`src/rtl/mem_stage_if.sv`:
```
// Data bus bundle between the MEM stage and the data memory slave.
// The stage drives a registered request; the slave answers with data and an ack.
interface mem_stage_if;
    logic        dbus_req_o;
    logic        dbus_we_o;
    logic [31:0] dbus_addr_o;
    logic [3:0]  dbus_be_o;
    logic [31:0] dbus_wdata_o;
    logic [31:0] dbus_rdata_i;
    logic        dbus_ack_i;

    modport master (
        output dbus_req_o, dbus_we_o, dbus_addr_o,
        output dbus_be_o, dbus_wdata_o,
        input  dbus_rdata_i, dbus_ack_i
    );

    modport slave (
        input  dbus_req_o, dbus_we_o, dbus_addr_o,
        input  dbus_be_o, dbus_wdata_o,
        output dbus_rdata_i, dbus_ack_i
    );
endinterface

```
`src/rtl/mem_stage.sv`:
```
// MEM pipeline stage: ALU pass-through, load/store bus transactions,
// big-endian lane steering, sign/zero extension and alignment check.
module mem_stage (
    input  logic        clk,
    input  logic        rst,
    input  logic        flush_i,
    input  logic [3:0]  mem_op_i,
    input  logic [31:0] mem_ramaddr_i,
    input  logic [31:0] mem_store_data_i,
    input  logic        mem_wreg_en_i,
    input  logic [4:0]  mem_wreg_addr_i,
    input  logic [31:0] mem_alu_i,
    mem_stage_if.master dbus,
    output logic        stallreq_o,
    output logic        misalign_o,
    output logic        wb_wreg_en_o,
    output logic [4:0]  wb_wreg_addr_o,
    output logic [31:0] wb_wdata_o
);

    typedef enum logic [1:0] {
        IDLE = 2'd0,
        REQ  = 2'd1,
        DONE = 2'd2
    } state_t;

    state_t      r_state;
    state_t      w_state_n;
    logic        r_req;
    logic        r_we;
    logic [31:0] r_addr;
    logic [3:0]  r_be;
    logic [31:0] r_wdata;
    logic [31:0] r_rdata;
    logic        r_flushed;

    logic        w_load;
    logic        w_store;
    logic        w_signed;
    logic [1:0]  w_size;
    logic        w_aligned;
    logic        w_mem;
    logic        w_start;
    logic [3:0]  w_be;
    logic [31:0] w_wdata;
    logic [7:0]  w_byte;
    logic [15:0] w_half;
    logic [31:0] w_load_val;

    // w_size: 0 byte, 1 halfword, 2 word
    always_comb begin
        w_load   = 1'b0;
        w_store  = 1'b0;
        w_signed = 1'b0;
        w_size   = 2'd0;
        case (mem_op_i)
            4'd1: begin w_load = 1'b1; w_signed = 1'b1; end
            4'd2: begin w_load = 1'b1; end
            4'd3: begin w_load = 1'b1; w_signed = 1'b1; w_size = 2'd1; end
            4'd4: begin w_load = 1'b1; w_size = 2'd1; end
            4'd5: begin w_load = 1'b1; w_size = 2'd2; end
            4'd6: begin w_store = 1'b1; end
            4'd7: begin w_store = 1'b1; w_size = 2'd1; end
            4'd8: begin w_store = 1'b1; w_size = 2'd2; end
            default: ;
        endcase
    end

    assign w_mem     = w_load | w_store;
    assign w_aligned = (w_size == 2'd0)
                     | ((w_size == 2'd1) & ~mem_ramaddr_i[0])
                     | ((w_size == 2'd2) & (mem_ramaddr_i[1:0] == 2'b00));
    assign w_start   = w_mem & w_aligned & ~flush_i;

    always_comb begin
        w_be    = 4'b1111;
        w_wdata = mem_store_data_i;
        case (w_size)
            2'd0: begin
                w_be    = 4'b1000 >> mem_ramaddr_i[1:0];
                w_wdata = {4{mem_store_data_i[7:0]}};
            end
            2'd1: begin
                w_be    = mem_ramaddr_i[1] ? 4'b0011 : 4'b1100;
                w_wdata = {2{mem_store_data_i[15:0]}};
            end
            default: ;
        endcase
    end

    // Byte offset 0 is the most significant lane
    always_comb begin
        w_byte = r_rdata[31:24];
        case (mem_ramaddr_i[1:0])
            2'd1: w_byte = r_rdata[23:16];
            2'd2: w_byte = r_rdata[15:8];
            2'd3: w_byte = r_rdata[7:0];
            default: ;
        endcase
    end

    assign w_half = mem_ramaddr_i[1] ? r_rdata[15:0] : r_rdata[31:16];

    always_comb begin
        w_load_val = r_rdata;
        case (w_size)
            2'd0: w_load_val = {{24{w_signed & w_byte[7]}}, w_byte};
            2'd1: w_load_val = {{16{w_signed & w_half[15]}}, w_half};
            default: ;
        endcase
    end

    always_comb begin
        w_state_n      = r_state;
        stallreq_o     = 1'b0;
        misalign_o     = 1'b0;
        wb_wreg_en_o   = 1'b0;
        wb_wreg_addr_o = mem_wreg_addr_i;
        wb_wdata_o     = mem_alu_i;
        case (r_state)
            IDLE: begin
                if (flush_i) begin
                    wb_wreg_en_o = 1'b0;
                end else if (!w_mem) begin
                    wb_wreg_en_o = mem_wreg_en_i;
                end else if (!w_aligned) begin
                    misalign_o = 1'b1;
                end else begin
                    stallreq_o = 1'b1;
                    w_state_n  = REQ;
                end
            end
            REQ: begin
                stallreq_o = 1'b1;
                if (dbus.dbus_ack_i) w_state_n = DONE;
            end
            DONE: begin
                w_state_n = IDLE;
                if (w_load) begin
                    wb_wreg_en_o = mem_wreg_en_i & ~r_flushed;
                    wb_wdata_o   = w_load_val;
                end
            end
            default: w_state_n = IDLE;
        endcase
    end

    always_ff @(posedge clk or negedge rst) begin
        if (!rst) begin
            r_state   <= IDLE;
            r_req     <= 1'b0;
            r_we      <= 1'b0;
            r_addr    <= 32'd0;
            r_be      <= 4'd0;
            r_wdata   <= 32'd0;
            r_rdata   <= 32'd0;
            r_flushed <= 1'b0;
        end else begin
            r_state <= w_state_n;
            if (r_state == IDLE && w_start) begin
                r_req   <= 1'b1;
                r_we    <= w_store;
                r_addr  <= {mem_ramaddr_i[31:2], 2'b00};
                r_be    <= w_be;
                r_wdata <= w_wdata;
            end
            if (r_state == REQ && dbus.dbus_ack_i) begin
                r_rdata <= dbus.dbus_rdata_i;
                r_req   <= 1'b0;
            end
            // A flush during REQ cannot abort the bus cycle; remember it
            if (r_state == REQ && flush_i) begin
                r_flushed <= 1'b1;
            end else if (r_state == DONE) begin
                r_flushed <= 1'b0;
            end
        end
    end

    assign dbus.dbus_req_o   = r_req;
    assign dbus.dbus_we_o    = r_we;
    assign dbus.dbus_addr_o  = r_addr;
    assign dbus.dbus_be_o    = r_be;
    assign dbus.dbus_wdata_o = r_wdata;

endmodule

```
`src/flat_wrapper.sv`:
```
// flat-port wrapper written by rule: the top's interface ports become plain ports
module mem_stage_flat 
  (clk, rst, flush_i, mem_op_i, mem_ramaddr_i, mem_store_data_i, mem_wreg_en_i, mem_wreg_addr_i, mem_alu_i, stallreq_o, misalign_o, wb_wreg_en_o, wb_wreg_addr_o, wb_wdata_o, dbus_dbus_req_o, dbus_dbus_we_o, dbus_dbus_addr_o, dbus_dbus_be_o, dbus_dbus_wdata_o, dbus_dbus_rdata_i, dbus_dbus_ack_i);
  mem_stage_if dbus_i ();
  input  logic clk;
  input  logic rst;
  input  logic flush_i;
  input  logic [3:0] mem_op_i;
  input  logic [31:0] mem_ramaddr_i;
  input  logic [31:0] mem_store_data_i;
  input  logic mem_wreg_en_i;
  input  logic [4:0] mem_wreg_addr_i;
  input  logic [31:0] mem_alu_i;
  output logic stallreq_o;
  output logic misalign_o;
  output logic wb_wreg_en_o;
  output logic [4:0] wb_wreg_addr_o;
  output logic [31:0] wb_wdata_o;
  output wire logic [$bits(dbus_i.dbus_req_o)-1:0] dbus_dbus_req_o;
  output wire logic [$bits(dbus_i.dbus_we_o)-1:0] dbus_dbus_we_o;
  output wire logic [$bits(dbus_i.dbus_addr_o)-1:0] dbus_dbus_addr_o;
  output wire logic [$bits(dbus_i.dbus_be_o)-1:0] dbus_dbus_be_o;
  output wire logic [$bits(dbus_i.dbus_wdata_o)-1:0] dbus_dbus_wdata_o;
  input wire logic [$bits(dbus_i.dbus_rdata_i)-1:0] dbus_dbus_rdata_i;
  input wire logic [$bits(dbus_i.dbus_ack_i)-1:0] dbus_dbus_ack_i;
  assign dbus_dbus_req_o = dbus_i.dbus_req_o;
  assign dbus_dbus_we_o = dbus_i.dbus_we_o;
  assign dbus_dbus_addr_o = dbus_i.dbus_addr_o;
  assign dbus_dbus_be_o = dbus_i.dbus_be_o;
  assign dbus_dbus_wdata_o = dbus_i.dbus_wdata_o;
  assign dbus_i.dbus_rdata_i = dbus_dbus_rdata_i;
  assign dbus_i.dbus_ack_i = dbus_dbus_ack_i;
  mem_stage u_core (.clk(clk), .rst(rst), .flush_i(flush_i), .mem_op_i(mem_op_i), .mem_ramaddr_i(mem_ramaddr_i), .mem_store_data_i(mem_store_data_i), .mem_wreg_en_i(mem_wreg_en_i), .mem_wreg_addr_i(mem_wreg_addr_i), .mem_alu_i(mem_alu_i), .dbus(dbus_i), .stallreq_o(stallreq_o), .misalign_o(misalign_o), .wb_wreg_en_o(wb_wreg_en_o), .wb_wreg_addr_o(wb_wreg_addr_o), .wb_wdata_o(wb_wdata_o));
endmodule
```
`config.mk`:
```
export PLATFORM = sky130hd
export DESIGN_NAME = mem_stage_flat
export DESIGN_NICKNAME = d
export VERILOG_FILES = /design/src/rtl/mem_stage_if.sv /design/src/rtl/mem_stage.sv /design/src/flat_wrapper.sv
export SDC_FILE = /design/constraint.sdc
export NUM_CORES = 1
export LEC_CHECK = 0
export CAP_MARGIN = 20
export CORE_UTILIZATION = 38
export DETAILED_ROUTE_END_ITERATION = 8
export GPL_TIMING_DRIVEN = 0
export PLACE_DENSITY = 0.78
export SLEW_MARGIN = 25
export SYNTH_ARGS = -nofsm -noshare
export SYNTH_HDL_FRONTEND = slang
export SYNTH_SLANG_ARGS = --single-unit
```
`constraint.sdc`:
```
create_clock -name clk -period 2.5 [get_ports clk]
set_clock_uncertainty 0.15 [all_clocks]
set_input_delay 0.5 -clock clk [delete_from_list [all_inputs] [get_ports clk]]
set_output_delay 0.5 -clock clk [all_outputs]
set_load 0.01 [all_outputs]
```
==> results of run 1 <==
[per-layer routing]
metal  vias up  global-route usage (%)  wire [µm]
met5         -                       0         13
met1      2639                   32.68       7491
met4         2                   10.49        570
met2       274                   44.04       9588
li1       2481                       -          -
met3        44                   7.425       1735
[worst min-delay path by stage]
stage | start | end | slack, ns | cells after the start
2_1_floorplan | rst | u_core.dbus.dbus_addr_o[10] | 0.05 | 0
3_3_place_gp | u_core.dbus.dbus_addr_o[6] | u_core.dbus.dbus_addr_o[6] | 0.34 | 1
3_5_place_dp | rst | u_core.dbus.dbus_wdata_o[23] | 0.34 | 1
4_1_cts | mem_ramaddr_i[1] | u_core.dbus.dbus_be_o[1] | 0.35 | 3
5_1_grt | u_core.dbus.dbus_wdata_o[6] | u_core.dbus.dbus_wdata_o[6] | 0.37 | 1
6_report | u_core.dbus.dbus_addr_o[16] | u_core.dbus.dbus_addr_o[16] | 0.36 | 1
[area by class of cell]
type	count	area, µm²	area share, %
Clock buffer	10	239.0	2.637
Sequential cell	103	2579	28.46
Multi-Input combinational cell	382	2845	31.40
Tap cell	180	225.2	2.485
Buffer	38	334.1	3.686
Clock inverter	6	76.32	0.8422
Timing Repair Buffer	288	2710	29.90
Inverter	14	53.80	0.5937
[per-stage QoR]
stage	setup TNS [ns]	area, µm²
6_report	-6.388	9062
4_1_cts	-5.909	8915
5_1_grt	-8.189	9062
3_3_place_gp	-379.33	8167
2_1_floorplan	-0.01723	5529
3_5_place_dp	-73.26	8195
[timing repair]
action | 4_1_cts | 5_1_grt
endpoints found under the hold margin | 52 | 0
setup endpoints to repair | 94 | 35
hold buffers | 1 | 0
gates cloned | 2 | 0
resized for setup | 232 | 31
buffers inserted | 36 | 9
pin swaps | 39 | 25
[sequential cells by signal (all words and copies together), names as in the netlist]
name                      flops
u_core.r_rdata               32
u_core.r_state                2
u_core.dbus.dbus_addr_o      30
u_core.dbus.dbus_req_o        1
u_core.r_flushed              1
u_core.dbus.dbus_be_o         4
u_core.dbus.dbus_we_o         1
u_core.dbus.dbus_wdata_o     32
[synthesized netlist by cell type (8+ instances only)]
| library cell | n | area share (%) |
|---|---|---|
| a21oi_1 | 52 | 4.8 |
| a222oi_1 | 8 | 1.5 |
| inv_1 | 12 | 0.83 |
| nand2_1 | 107 | 7.4 |
| mux2_2 | 69 | 14 |
| a31oi_1 | 15 | 1.7 |
| mux2i_1 | 19 | 3.5 |
| buf_2 | 9 | 0.83 |
| o21ai_0 | 18 | 1.7 |
| nor2_1 | 36 | 2.5 |
| clkbuf_1 | 15 | 1.0 |
| dfrtp_1 | 103 | 48 |
| buf_4 | 17 | 2.4 |
[kinds of logic after synthesis]
| group | count (synthesis) | synth area share (%) |
|---|---|---|
| AO/OA/AOI/OAI | 114 | 13.15 |
| flip-flops | 103 | 47.69 |
| other | 1 | 0.06938 |
| multiplexers | 93 | 19.42 |
| AND/OR/NAND/NOR | 172 | 13.68 |
| buffers and inverters | 58 | 5.833 |
| XOR/XNOR | 1 | 0.1621 |
[power by group through the flow]
stage                     Combinational [mW]  Sequential [mW]  Clock (mW)
final                                   2.88             2.84        1.51
after floorplan                         1.02             2.90           0
after detailed placement                2.72             2.84           0
after global routing                    3.07             2.92        1.59
after CTS                               2.84             2.82        1.54
after global placement                  2.65             2.80           0
==> flow_metrics.env, run 1 <==
export IMPL_outcome="finished with violations"
export IMPL_violations="negative setup slack"
export IMPL_worstSetupEndpointType="output pin"
export IMPL_ant_nets=0
export IMPL_avgRoutedWirePerCell_um=19.00
export IMPL_synth_area_um2=5405
export IMPL_postSynthCellCount=542
export IMPL_fill_cells=1120
export IMPL_drcViolationCount=0
export IMPL_crit_end="wb_wdata_o[24]"
export IMPL_coreArea_um2=13880
export IMPL_swShare_pct=33.48
export IMPL_place_gp_congestion=0.9006
export IMPL_htreeDepth=3
export IMPL_cp_start_kind="flip-flop"
export IMPL_vias=5440
export IMPL_area_growth_pct=67.66
export IMPL_synthFlopType="dfrtp_1"
export IMPL_clkTransAtPathRegs_ns=0.07
export IMPL_grt_max_degree=54
export IMPL_clock_sinks=103
export IMPL_hold_viol_final=0
export IMPL_tightestPinTransition_ns=0.7486
export IMPL_clk_path_buf_depth=2
export IMPL_drt_iter0_drc=386
export IMPL_min_period_ns=2.795
export IMPL_crit_arrival_ns=2.15
export IMPL_synth_avg_cell_area_um2=9.973
export IMPL_layout_nets=978
export IMPL_ys_warn_count=0
export IMPL_cap_violations=0
export IMPL_hpwl_mm=14.09
export IMPL_path_buf_inv=3
export IMPL_p_switching_mw=2.422
export IMPL_post_route_period_util_pct=111.8
export IMPL_synth_seq_cells=103
export IMPL_grt_pass1_vias=5566
export IMPL_r2r_end="u_core.dbus.dbus_wdata_o[3]"
export IMPL_cp_slowest_stage_delay_ns=0.49
export IMPL_reg2regPathDepth=8
export IMPL_ys_seq_area_share_pct=47.69
export IMPL_rsz0062_at_grt="true"
export IMPL_routed_via_density=5.328
export IMPL_p_comb_share_pct=39.8
export IMPL_drive_gt1_share_pct=31.75
export IMPL_wl_mm=19.40
export IMPL_final_common_cell="clkdlybuf4s50_1"
export IMPL_io_buffers=241
export IMPL_worst_ep_required_time_ns=1.85
export IMPL_finish_utilization_pct=65.29
export IMPL_grt_ovfl_total=0
export IMPL_num_io_pins=252
export IMPL_final_cell_mix="clkdlybuf4s50_1, nand2_1, dfrtp_1"
export IMPL_cts_tree="yes"
export IMPL_dieArea_um2=14710
export IMPL_start_util_pct=38.94
export IMPL_layoutNonFillerInstCount=1021
export IMPL_total_power_mw=7.236
export IMPL_cts_made_buffers=9
export IMPL_antenna_found_initial=1
export IMPL_cts_root_buf="clkbuf_16"
export IMPL_holdWs_ns=0.3577
export IMPL_synth_edf_count=0
export IMPL_critical_path_top_delay_family="multiplexers"
export IMPL_crit_chain="mux4_2 -> o211a_4 -> o21ai_4 -> buf_6 -> buf_8 -> a21oi_2 -> buf_2"
export IMPL_antenna_cells=0
export IMPL_async_flop_share_pct=100.0
export IMPL_reg2reg_from="u_core.r_state[1]"
export IMPL_pre_cts_ws_ns=-1.327
export IMPL_startpoint="u_core.r_rdata[7]"
export IMPL_synth_cell_types=43
export IMPL_path_depth=7
export IMPL_grtUsageTotal_pct=26.59
export IMPL_row_count=43
export IMPL_critPathKind="flip-flop to output pin"
export IMPL_seqPwrFrac_pct=39.3
export IMPL_internal_power_mw=4.813
export IMPL_setup_violations=32
export IMPL_dpl_cell_count=965
export IMPL_vdd_drop_max_mv=0.4879
export IMPL_p_leak_nw=3.994
export IMPL_grt_first_pass_wirelength_mm=29.35
export IMPL_r2r_slack_ns=0.35
export IMPL_setup_slack_ns=-0.2951
export IMPL_die_x_um=121.3
export IMPL_min_path_type="flip-flop to flip-flop"
export IMPL_slew_headroom_pct=50.10
export IMPL_die_h_um=121.3
export IMPL_power_density_nw_per_um2=798.4
export IMPL_clk_latency_ns=0.36
export IMPL_final_max_slew_viol_count=0
export IMPL_clkPwrFrac_pct=20.9
export IMPL_drtPass1Iterations=5
export IMPL_cp_slowest_cell="mux4_2"
export IMPL_crit_fanout=5
export IMPL_max_freq_ghz=0.3578
Power figures use the tool's default switching activity.
==> run 2: changes to the inputs <==
Settings changed: CTS_CLUSTER_SIZE set to 14, PLACE_DENSITY 0.78 to 0.82.
==> run 2 against run 1 <==
The run still ends with negative setup slack left. Die area unchanged. Core utilization increased by 2.3 points. Worst setup slack improved by 0.0050 ns. Clock power decreased by 11%. Total power decreased by 0.15%. Sequential power about the same. Via count increased by 4.9%. Highest routed layer is now met4.
==> flow_metrics.env, run 2 (synthesis gave the netlist of run 1 again) <==
export IMPL_worstHoldStart="u_core.dbus.dbus_addr_o[6]"
export IMPL_worstSetupEndpointType="output pin"
export IMPL_routed_via_density=5.497
export IMPL_rsz0062_at_grt="true"
export IMPL_outcome="finished with violations"
export IMPL_grt_first_pass_wirelength_mm=29.01
export IMPL_reg2regPathDepth=7
export IMPL_cp_slowest_cell="o31ai_4"
export IMPL_internal_power_mw=4.802
export IMPL_vias=5706
export IMPL_cts_made_buffers=9
export IMPL_die_x_um=121.3
export IMPL_final_common_cell="clkdlybuf4s50_1"
export IMPL_placed_area_um2=8195
export IMPL_cts_root_buf="clkbuf_16"
export IMPL_tightestPinTransition_ns=0.7951
export IMPL_grtUsageTotal_pct=26.09
export IMPL_place_gp_congestion=0.8738
export IMPL_post_route_period_util_pct=111.6
export IMPL_slew_headroom_pct=46.99
export IMPL_area_growth_pct=73.54
export IMPL_drcViolationCount=0
export IMPL_clkPwrFrac_pct=18.8
export IMPL_power_density_nw_per_um2=770.2
export IMPL_io_buffers=241
export IMPL_setup_slack_ns=-0.2902
export IMPL_seqCellArea_um2=2581
export IMPL_p_comb_share_pct=41.7
export IMPL_crit_chain="buf_8 -> buf_6 -> buf_4 -> nand2_4 -> o31ai_4 -> clkbuf_8 -> buf_4 -> buf_6 -> o21ai_2 -> a31oi_4 -> buf_6"
export IMPL_die_h_um=121.3
export IMPL_avgRoutedWirePerCell_um=20.25
export IMPL_cp_slowest_stage_delay_ns=0.41
export IMPL_antenna_found_initial=1
export IMPL_grt_ovfl_total=0
export IMPL_crit_arrival_ns=2.14
export IMPL_crit_fanout=6
export IMPL_min_period_ns=2.790
export IMPL_multi_input_area_um2=2982
export IMPL_setup_violations=35
export IMPL_clock_sinks=103
export IMPL_grt_pass1_vias=5469
export IMPL_grt_max_degree=59
export IMPL_cpMostUsedCell="buf_6"
export IMPL_min_path_type="flip-flop to flip-flop"
export IMPL_hpwl_mm=13.57
export IMPL_drtPass1Iterations=7
export IMPL_p_leak_nw=4.093
export IMPL_swShare_pct=33.54
export IMPL_fill_cells=1087
export IMPL_reg2reg_from="u_core.r_state[0]"
export IMPL_drt_iter0_drc=486
export IMPL_start_util_pct=38.94
export IMPL_clk_latency_ns=0.34
export IMPL_clk_path_buf_depth=2
export IMPL_startpoint="mem_op_i[0]"
export IMPL_num_io_pins=252
export IMPL_whs_path_depth=1
export IMPL_violations="negative setup slack"
export IMPL_finish_utilization_pct=67.58
export IMPL_ant_nets=0
export IMPL_drive_gt1_share_pct=34.89
export IMPL_seqPwrFrac_pct=39.5
export IMPL_cap_violations=0
export IMPL_clkTransAtPathRegs_ns=0.07
export IMPL_final_cell_mix="clkdlybuf4s50_1, nand2_1, dfrtp_1"
export IMPL_row_count=43
export IMPL_wl_mm=21.02
export IMPL_cp_start_kind="input port"
export IMPL_critical_path_top_delay_family="buffers and inverters"
export IMPL_cts_tree="yes"
export IMPL_coreArea_um2=13880
export IMPL_htreeDepth=3
export IMPL_max_freq_ghz=0.3584
export IMPL_dieArea_um2=14710
export IMPL_path_depth=11
export IMPL_path_buf_inv=7
export IMPL_worst_ep_required_time_ns=1.85
export IMPL_final_max_slew_viol_count=0
export IMPL_final_cell_area_um2=9380
export IMPL_layout_nets=994
export IMPL_hold_viol_final=0
export IMPL_critPathKind="input port to output pin"
export IMPL_vdd_drop_max_mv=0.5590
export IMPL_p_switching_mw=2.423
-- run 2: stage by stage --
stage	instances	setup TNS (ns)	hold slack (ns)	setup slack [ns]	total power [mW]
global placement	964	-398.41	0.3318	-3.196	5.436
detailed placement	965	-73.11	0.3406	-1.329	5.521
finish	1038	-7.402	0.3538	-0.2902	7.225
floorplan	543	-0.01723	0.05441	-0.008342	3.922
CTS	1018	-6.041	0.3574	-0.2781	7.044
global route	1037	-8.679	0.3645	-0.3934	7.574
-- run 2: final cells by class --
| type | instances | area share (%) |
|---|---|---|
| antenna | 1 | 0.02668 |
| buffer | 37 | 3.535 |
| clock buffer | 13 | 2.774 |
| clock inverter | 3 | 0.2668 |
| inverter | 14 | 0.5736 |
| multi-input combinational | 383 | 31.79 |
| sequential | 103 | 27.52 |
| tap | 180 | 2.401 |
| timing repair buffer | 304 | 31.12 |
-- run 2: routing by layer --
metal | global-route usage [%] | routed length (µm) | up-vias
li1 | - | - | 2506
met1 | 32.43 | 7945 | 2776
met2 | 43.61 | 10430 | 344
met3 | 6.626 | 1789 | 80
met4 | 9.568 | 858 | 0
met5 | 0 | 0 | -
-- run 2: power groups by stage --
stage	Combinational, mW	Clock, mW	Sequential [mW]
2_1_floorplan	1.02	0	2.90
3_3_place_gp	2.65	0	2.79
3_5_place_dp	2.70	0	2.82
4_1_cts	2.87	1.38	2.79
5_1_grt	3.20	1.44	2.93
6_report	3.02	1.35	2.85
-- run 2: worst register-to-register path, cell delays in order, from the launching register on --
cell     delay (ns)
dfrtp_2        0.44
buf_4          0.17
nor3_2         0.36
nand4_4        0.19
buf_4          0.18
buf_4          0.16
buf_4          0.19
mux2_2         0.29
-- run 2: worst paths after layout --
kind                                                to  slack, ns
hold / removal              u_core.dbus.dbus_addr_o[6]       0.35
setup / recovery                        wb_wdata_o[10]      -0.29
setup reg to reg           u_core.dbus.dbus_wdata_o[7]       0.25
min in group asynchronous  u_core.dbus.dbus_addr_o[30]       0.55
max in group asynchronous           u_core.r_rdata[23]       1.01
hold reg to reg             u_core.dbus.dbus_addr_o[6]       0.35
-- run 2: repair_timing --
action,4_1_cts,5_1_grt
hold buffers,1,0
hold endpoints to repair,12,0
cloned,3,2
endpoints found under the setup margin,100,35
gates resized for setup,243,79
pin swaps,27,33
setup buffers,38,23
==> run 3: changes to the inputs <==
--- a/constraint.sdc
+++ b/constraint.sdc
@@ -4,2 +4,2 @@
 set_output_delay 0.5 -clock clk [all_outputs]
-set_load 0.01 [all_outputs]
+set_load 0.02 [all_outputs]
==> run 3 against run 2 <==
The flow still finishes with violations (negative setup slack). Combinational power rose by 15%. Via count fell by 4.3%. Hold slack improved by 0.0026 ns. Clock power rose by 4%. Core utilization rose by 2.2 points. Global-route usage rose by 1.7 points. Critical path depth fell by 4. Total power rose by 7.8%. Fmax rose by 2.1%.
==> flow_metrics.env, run 3 (synthesis gave the netlist of run 1 again) <==
export IMPL_outcome="finished with violations"
export IMPL_violations="negative setup slack"
export IMPL_num_io_pins=252
export IMPL_whs_path_depth=1
export IMPL_place_gp_congestion=0.8695
export IMPL_worstHoldStart="u_core.dbus.dbus_addr_o[11]"
export IMPL_clkTransAtPathRegs_ns=0.08
export IMPL_seqPwrFrac_pct=37.4
export IMPL_dieArea_um2=14710
export IMPL_clock_sinks=103
export IMPL_p_leak_nw=4.130
export IMPL_antenna_found_initial=0
export IMPL_p_comb_share_pct=44.5
export IMPL_grtUsageTotal_pct=27.76
export IMPL_final_cell_area_um2=9679
export IMPL_min_path_type="flip-flop to flip-flop"
export IMPL_total_power_mw=7.787
export IMPL_worst_ep_required_time_ns=1.85
export IMPL_placed_area_um2=8471
export IMPL_final_cell_mix="clkdlybuf4s50_1, dfrtp_1, nand2_1"
export IMPL_p_switching_mw=2.981
export IMPL_grt_first_pass_wirelength_mm=30.45
export IMPL_grt_ovfl_total=0
export IMPL_max_freq_ghz=0.3660
export IMPL_hold_viol_final=0
export IMPL_critical_path_top_delay_family="multiplexers"
export IMPL_layoutNonFillerInstCount=1024
export IMPL_drive_gt1_share_pct=36.49
export IMPL_clk_path_buf_depth=2
export IMPL_coreArea_um2=13880
export IMPL_internal_power_mw=4.806
export IMPL_drcViolationCount=0
export IMPL_routed_via_density=5.330
export IMPL_crit_fanout=4
export IMPL_drtPass1Iterations=5
export IMPL_vdd_drop_max_mv=0.6133
export IMPL_rsz0062_at_grt="true"
export IMPL_cts_root_buf="clkbuf_16"
export IMPL_layout_nets=981
export IMPL_fin_tns_setup_ns=-5.993
export IMPL_clk_latency_ns=0.35
export IMPL_clkPwrFrac_pct=18.1
export IMPL_pre_cts_ws_ns=-1.523
export IMPL_vias=5458
export IMPL_cp_slowest_stage_delay_ns=0.49
export IMPL_dpl_cell_count=965
export IMPL_drt_iter0_drc=335
export IMPL_holdWs_ns=0.3564
export IMPL_crit_chain="mux4_2 -> o211a_4 -> a21oi_4 -> buf_12 -> buf_12 -> a31oi_4 -> buf_6"
export IMPL_setup_slack_ns=-0.2326
export IMPL_tightestPinTransition_ns=0.9695
export IMPL_wl_mm=20.67
export IMPL_slew_headroom_pct=35.36
export IMPL_path_buf_inv=3
export IMPL_swShare_pct=38.28
export IMPL_post_route_period_util_pct=109.3
export IMPL_r2r_end="u_core.r_rdata[23]"
export IMPL_setup_violations=33
export IMPL_start_util_pct=38.94
export IMPL_finish_utilization_pct=69.73
export IMPL_ant_nets=0
export IMPL_critPathKind="flip-flop to output pin"
export IMPL_grt_pass1_vias=5663
export IMPL_avgRoutedWirePerCell_um=20.18
export IMPL_final_max_slew_viol_count=0
export IMPL_min_period_ns=2.733
export IMPL_power_density_nw_per_um2=804.6
export IMPL_htreeDepth=3
export IMPL_reg2regPathDepth=6
export IMPL_hpwl_mm=14.39
export IMPL_min_to="u_core.dbus.dbus_addr_o[11]"
export IMPL_cts_made_buffers=9
export IMPL_cp_slowest_cell="mux4_2"
export IMPL_cts_tree="yes"
export IMPL_cp_start_kind="flip-flop"
export IMPL_die_h_um=121.3
export IMPL_r2r_slack_ns=0.48
export IMPL_antenna_cells=0
export IMPL_die_x_um=121.3
export IMPL_reg2reg_from="u_core.r_state[1]"
export IMPL_row_count=43
export IMPL_worstSetupEndpointType="output pin"
export IMPL_fill_cells=974
export IMPL_cap_violations=0
export IMPL_grt_max_degree=73
export IMPL_area_growth_pct=79.07
export IMPL_io_buffers=241
export IMPL_cpMostUsedCell="buf_12"
export IMPL_final_common_cell="clkdlybuf4s50_1"
export IMPL_crit_arrival_ns=2.08
-- run 3: power by group through the flow --
stage | logic [mW] | clock network [mW] | registers, mW
after global placement | 3.11 | 0 | 2.82
after CTS | 3.41 | 1.43 | 2.88
final | 3.47 | 1.41 | 2.91
after detailed placement | 3.17 | 0 | 2.86
after global routing | 3.67 | 1.50 | 2.96
after floorplan | 1.14 | 0 | 3.23
-- run 3: area by class of cell --
type                            count  area [µm²]  share of cell area, %
Multi-Input combinational cell    382        3251                  33.58
Timing Repair Buffer              292        2960                  30.58
Sequential cell                   103        2580                  26.65
Buffer                             37       316.6                  3.270
Clock buffer                        9       225.2                  2.327
Tap cell                          180       225.2                  2.327
Clock inverter                      7       67.56                 0.6980
Inverter                           14       53.80                 0.5558
-- run 3: timing repair --
item                                   in CTS  in global routing
cloned                                      3                  0
hold buffers                                1                  0
endpoints found under the hold margin      31                  0
setup endpoints to repair                 100                 35
buffers inserted                           35                 12
pin swaps                                  37                 20
resized for setup                         320                 41
-- run 3: worst register-to-register path: stages (launching register included) --
cell and delay, ns:
dfrtp_2 0.41, buf_4 0.16, nand3b_1 0.31, clkinv_1 0.24, clkbuf_1 0.48, nand2_1 0.13
nand2_1 0.09
-- run 3: per-layer routing --
layer  wire length [µm]  GRT usage (%)
met5                  0              0
met3               1770          7.472
met2              10550          48.89
met4                438          10.65
met1               7906          31.92
-- run 3: how the worst max path moves through the flow --
| stage | cells after the start | slack, ns | to | start |
|---|---|---|---|---|
| finish | 7 | -0.23 | wb_wdata_o[14] | u_core.r_rdata[7] |
| CTS | 7 | -0.29 | wb_wdata_o[20] | u_core.r_rdata[15] |
| global route | 7 | -0.27 | wb_wdata_o[14] | u_core.r_rdata[15] |
| global placement | 1 | -2.98 | u_core.dbus.dbus_wdata_o[12] | rst |
| detailed placement | 9 | -1.52 | wb_wdata_o[24] | mem_op_i[1] |
| floorplan | 7 | -0.06 | wb_wdata_o[23] | mem_op_i[3] |
